### src/rtl/fm0_byte_encoder.sv
// FM0 backscatter byte encoder: raw preamble, then FIFO bytes FM0-encoded MSB first,
// closed by the FM0 dummy '1' bit. Pops the next byte in the last clock of each byte.
module fm0_byte_encoder #(
  parameter int unsigned         CYCLES_PER_HALF = 4,
  parameter int unsigned         PRE_LEN         = 12,
  parameter logic [PRE_LEN-1:0]  PREAMBLE        = 12'b110100100011
) (
  input  logic       clock,
  input  logic       reset_n,
  input  logic       tx_start,
  input  logic       fifo_empty,
  input  logic [7:0] fifo_data,
  output logic       fifo_read_en,
  output logic       tx_out,
  output logic       tx_busy,
  output logic       tx_done,
  output logic [7:0] byte_count
);

  typedef enum logic [1:0] {
    S_IDLE     = 2'd0,
    S_PREAMBLE = 2'd1,
    S_DATA     = 2'd2,
    S_DUMMY    = 2'd3
  } state_t;

  localparam logic [7:0]  HC_LAST  = 8'(CYCLES_PER_HALF - 1);
  localparam logic [4:0]  PRE_LAST = 5'(PRE_LEN - 1);
  localparam logic [31:0] PRE_VEC  = 32'(PREAMBLE);

  state_t     state_r, state_s;
  logic [7:0] hc_r, hc_s;
  logic [4:0] pidx_r, pidx_s;
  logic [2:0] bit_r, bit_s;
  logic       half_r, half_s;
  logic [7:0] shift_r, shift_s;
  logic       level_r, level_s;
  logic       busy_r, busy_s;
  logic [7:0] count_r, count_s;
  logic       read_s;
  logic       done_s;
  logic       half_end_s;

  // Next-state, datapath updates and the two strobes decoded from the current state.
  always_comb begin
    state_s    = state_r;
    hc_s       = hc_r;
    pidx_s     = pidx_r;
    bit_s      = bit_r;
    half_s     = half_r;
    shift_s    = shift_r;
    level_s    = level_r;
    busy_s     = busy_r;
    count_s    = count_r;
    read_s     = 1'b0;
    done_s     = 1'b0;
    half_end_s = (hc_r == HC_LAST);

    if (state_r == S_IDLE) begin
      hc_s = 8'd0;
    end else if (half_end_s) begin
      hc_s = 8'd0;
    end else begin
      hc_s = hc_r + 8'd1;
    end

    case (state_r)
      S_IDLE: begin
        level_s = 1'b0;
        if (tx_start && !fifo_empty) begin
          state_s = S_PREAMBLE;
          busy_s  = 1'b1;
          count_s = 8'd0;
          pidx_s  = PRE_LAST;
          half_s  = 1'b0;
          level_s = PRE_VEC[PRE_LAST];
        end else begin
          busy_s = 1'b0;
        end
      end

      S_PREAMBLE: begin
        if (!half_end_s) begin
          level_s = level_r;
        end else if (pidx_r != 5'd0) begin
          pidx_s  = pidx_r - 5'd1;
          level_s = PRE_VEC[pidx_r - 5'd1];
        end else if (!fifo_empty) begin
          // Prefetch the first byte; its first bit starts with an inversion.
          read_s  = 1'b1;
          shift_s = fifo_data;
          bit_s   = 3'd7;
          half_s  = 1'b0;
          level_s = ~level_r;
          state_s = S_DATA;
        end else begin
          half_s  = 1'b0;
          level_s = ~level_r;
          state_s = S_DUMMY;
        end
      end

      S_DATA: begin
        if (!half_end_s) begin
          level_s = level_r;
        end else if (!half_r) begin
          half_s  = 1'b1;
          level_s = shift_r[7] ? level_r : ~level_r;
        end else if (bit_r != 3'd0) begin
          bit_s   = bit_r - 3'd1;
          shift_s = {shift_r[6:0], 1'b0};
          half_s  = 1'b0;
          level_s = ~level_r;
        end else begin
          count_s = (count_r == 8'hFF) ? count_r : count_r + 8'd1;
          half_s  = 1'b0;
          level_s = ~level_r;
          if (!fifo_empty) begin
            read_s  = 1'b1;
            shift_s = fifo_data;
            bit_s   = 3'd7;
          end else begin
            state_s = S_DUMMY;
          end
        end
      end

      S_DUMMY: begin
        if (!half_end_s) begin
          level_s = level_r;
        end else if (!half_r) begin
          half_s = 1'b1;
        end else begin
          done_s  = 1'b1;
          state_s = S_IDLE;
          busy_s  = 1'b0;
          half_s  = 1'b0;
          level_s = 1'b0;
        end
      end

      default: begin
        state_s = S_IDLE;
        busy_s  = 1'b0;
        level_s = 1'b0;
      end
    endcase
  end

  // State and datapath registers with synchronous active-low reset.
  always_ff @(posedge clock) begin
    if (!reset_n) begin
      state_r <= S_IDLE;
      hc_r    <= 8'd0;
      pidx_r  <= 5'd0;
      bit_r   <= 3'd0;
      half_r  <= 1'b0;
      shift_r <= 8'd0;
      level_r <= 1'b0;
      busy_r  <= 1'b0;
      count_r <= 8'd0;
    end else begin
      state_r <= state_s;
      hc_r    <= hc_s;
      pidx_r  <= pidx_s;
      bit_r   <= bit_s;
      half_r  <= half_s;
      shift_r <= shift_s;
      level_r <= level_s;
      busy_r  <= busy_s;
      count_r <= count_s;
    end
  end

  assign fifo_read_en = read_s;
  assign tx_done      = done_s;
  assign tx_out       = level_r;
  assign tx_busy      = busy_r;
  assign byte_count   = count_r;

endmodule

### config.mk
export PLATFORM = sky130hd
export DESIGN_NAME = fm0_byte_encoder
export DESIGN_NICKNAME = d
export VERILOG_FILES = /design/src/rtl/fm0_byte_encoder.sv
export SDC_FILE = /design/constraint.sdc
export NUM_CORES = 1
export LEC_CHECK = 0
export CAP_MARGIN = 20
export CORE_ASPECT_RATIO = 0.8
export CORE_MARGIN = 10
export CORE_UTILIZATION = 55
export DETAILED_ROUTE_END_ITERATION = 10
export PLACE_DENSITY = 0.78
export SYNTH_ARGS = -nofsm -noshare
export SYNTH_HDL_FRONTEND = slang
export SYNTH_SLANG_ARGS = --single-unit
### constraint.sdc
create_clock -name clock -period 4.8 [get_ports clock]
set_input_delay 0.72 -clock clock [delete_from_list [all_inputs] [get_ports clock]]
set_output_delay 0.72 -clock clock [all_outputs]
set_load 0.05 [all_outputs]
==> impl_metrics.ini <==
[synth]
synth_commonest_cells = dfxtp_1, nand2_1, nor2_1, o21ai_0, nand2b_1
synth_xor_area_share_pct = 2.61
muxShareOfSynthArea_pct = 4.79
synth_top_area_cell = dfxtp_1
synth_compound_area_share_pct = 25.4
ys.flop_type = dfxtp_1
synth_top_family_by_area = simple AND/OR/NAND/NOR gates
synth-edff-count = 0
synth-simple-area-share_pct = 25.7
synth_top_cell_area_share_pct = 31.5
synth.most_common_cell = dfxtp_1
avgSynthCellArea_um2 = 8.37
synth_nets = 304
synth_area_leaders = dfxtp_1, ha_1, nand2_1
synthAdderAreaFrac_pct = 5.85
synth_cell_types = 59
synth-seq-area-share_pct = 31.5
yosysWarnings = 0
syn_area_um2 = 2350
syn-instance-count = 281
synth_seq_cells = 37
async_reset_ff_share_pct = 0

[power_and_ir_drop]
clkPwrFrac_pct = 18.9
netSwitchingFraction_pct = 43.1
worst_ir_drop_vdd_uv = 224
p_comb_share_pct = 47.8
p_seq_share_pct = 33.3
p_int_uw = 642
p_switching_uw = 486
cellLeakagePower_uw = 0.000992
power.density_nw_per_um2 = 416

[critical_path]
cp.required_ns = 4.08
worst-setup-path-type = reg -> out
arrival_ns = 3.14
rr_startpoint = state_r[0]
start_kind = flip-flop
crit_start = state_r[0]
crit_path_max_fanout = 22
endpoint_kind = primary output

[timing]
slew_viol_final = 0
period_share_pct = 80.4
slew_headroom_pct = 36.9
rsz0062_at_grt = false
max_freq_mhz = 259
hold_viol = 0
tightest_slew_ns = 0.946
fin_setup_tns_ns = 0
setup_viol = 0
skew_ns = 0.00829
period_needed_ns = 3.86

[placed_design]
portBuffers = 23
globalplace.congestion = 0.917
place_inst = 352
hpwl_mm = 4.01

[clock_tree]
numCtsBuffers = 5
hold_buffers = 0
cts_resized = 0
clock_latency_ns = 0.29
cts_tree = built
cts_sinks = 37
clock_path_buffers = 2
htree_levels = 2
clkTransAtPathRegs_ns = 0.07
post-cts-setup-buffer-count = 0
root_buffer = clkbuf_8

[final_layout]
area_delta_synth_final_pct = 15.2
antennaDiodeCount = 0
drive_above_1_share_pct = 7.59
nFillCells = 378
stdcell_count = 360
num-nets-final = 325

[job]
maxCapViolations = 0

[floorplan]
start_util_pct = 56.7
coreArea_um2 = 4150
die_w_um = 93.1
placementRows = 21
pin_count = 24
dieArea_um2 = 7310
die-height_um = 78.5

[global_routing]
grt_pass1_vias = 1978
overflow = 0
grtUsageTotal_pct = 15.7
antenna_found_initial = 0
grt_pass1_wl_mm = 9.49
grt_max_degree = 23

[drt]
dr.pass1.iters = 5
drc = 0
viasPerCell = 6.02
detail-route-antenna-nets = 0
vias = 2168
wl_mm = 5.58
wl_per_cell_um = 15.5
drtIter0Drc = 194

[outcome]
status = finished clean

[hold_path]
worstHoldStart = hc_r[0]
min_path_type = reg -> reg
## worst max-delay path, stage by stage, from the launching register on
cell and delay (ns):
dfxtp_1 0.35, inv_1 0.14, ha_1 0.80, inv_1 0.36
nor2_1 0.23, nor2_1 0.05, and4_1 0.22, clkdlybuf4s50_1 0.70
## stage by stage
step | instance area [um2] | hold slack (ns) | util (%) | worst slack (ns) | total power, uW
after CTS | 2710 | 0.444 | 65.3 | 0.971 | 1120
after detailed placement | 2630 | 0.434 | 63.3 | 1.29 | 905
final | 2710 | 0.439 | 65.3 | 0.940 | 1130
after floorplan | 2350 | 0.413 | - | 2.10 | 780
after global routing | 2710 | 0.452 | 65.3 | 0.743 | 1200
after global placement | 2630 | 0.425 | 63.3 | 1.43 | 897
## state kept, by name, summed over array words and instances, names as in the netlist
| register | flops |
|---|---|
| byte_count | 8 |
| hc_r | 8 |
| shift_r | 8 |
| pidx_r | 5 |
| bit_r | 3 |
| state_r | 2 |
| half_r | 1 |
| tx_busy | 1 |
| tx_out | 1 |
## power groups by stage
| stage | Clock (uW) | Combinational [uW] | Sequential (uW) |
|---|---|---|---|
| after detailed placement | 0 | 523 | 383 |
| final | 213 | 539 | 376 |
| after floorplan | 0 | 381 | 399 |
| after CTS | 217 | 528 | 376 |
| after global placement | 0 | 517 | 380 |
| after global routing | 230 | 590 | 382 |
## layout by cell type (no fill, tap or decap), types with 4 or more instances in the layout
master           count
o21ai_0             21
nor2_1              28
nor3_1               4
mux2i_1              9
dfxtp_1             37
xor2_1               5
a22oi_1              8
inv_1               14
nand4_1              4
and3_1               4
nand3_1              8
ha_1                11
nand2b_1            15
nand2_1             30
clkdlybuf4s50_1     23
clkbuf_8             5
a21oi_1             10
## cell families after synthesis
group                      count (synthesis)
AOI/OAI and AO/OA                         76
xor gates and xnor gates                   7
adders and majority gates                 11
buffers and inverters                     26
DFF                                       37
muxes                                     11
and+or+nand+nor                          113
## worst paths after layout
kind | to | slack, ns | cells after the start
hold reg to reg | hc_r[0] | 0.44 | 1
setup reg to reg | state_r[0] | 2.01 | 6
setup / recovery | fifo_read_en | 0.94 | 7
hold / removal | hc_r[0] | 0.44 | 1
## cell type report
class,instances,area [um2],area share [%]
Clock buffer,6,72.6,2.68
Clock inverter,2,10.0,0.370
Inverter,15,56.3,2.08
Multi-Input combinational cell,218,1510,55.8
Sequential cell,37,741,27.3
Tap cell,57,71.3,2.63
Timing Repair Buffer,25,245,9.05
## routing by layer
layer	GRT usage, %	up-vias	share of wire [%]
met3	4.94	10	7.7
li1	-	1082	-
met5	0	-	0
met4	5.23	0	1.7
met1	20.3	997	47
met2	24.0	79	44
(Power assumes the default switching activity.)
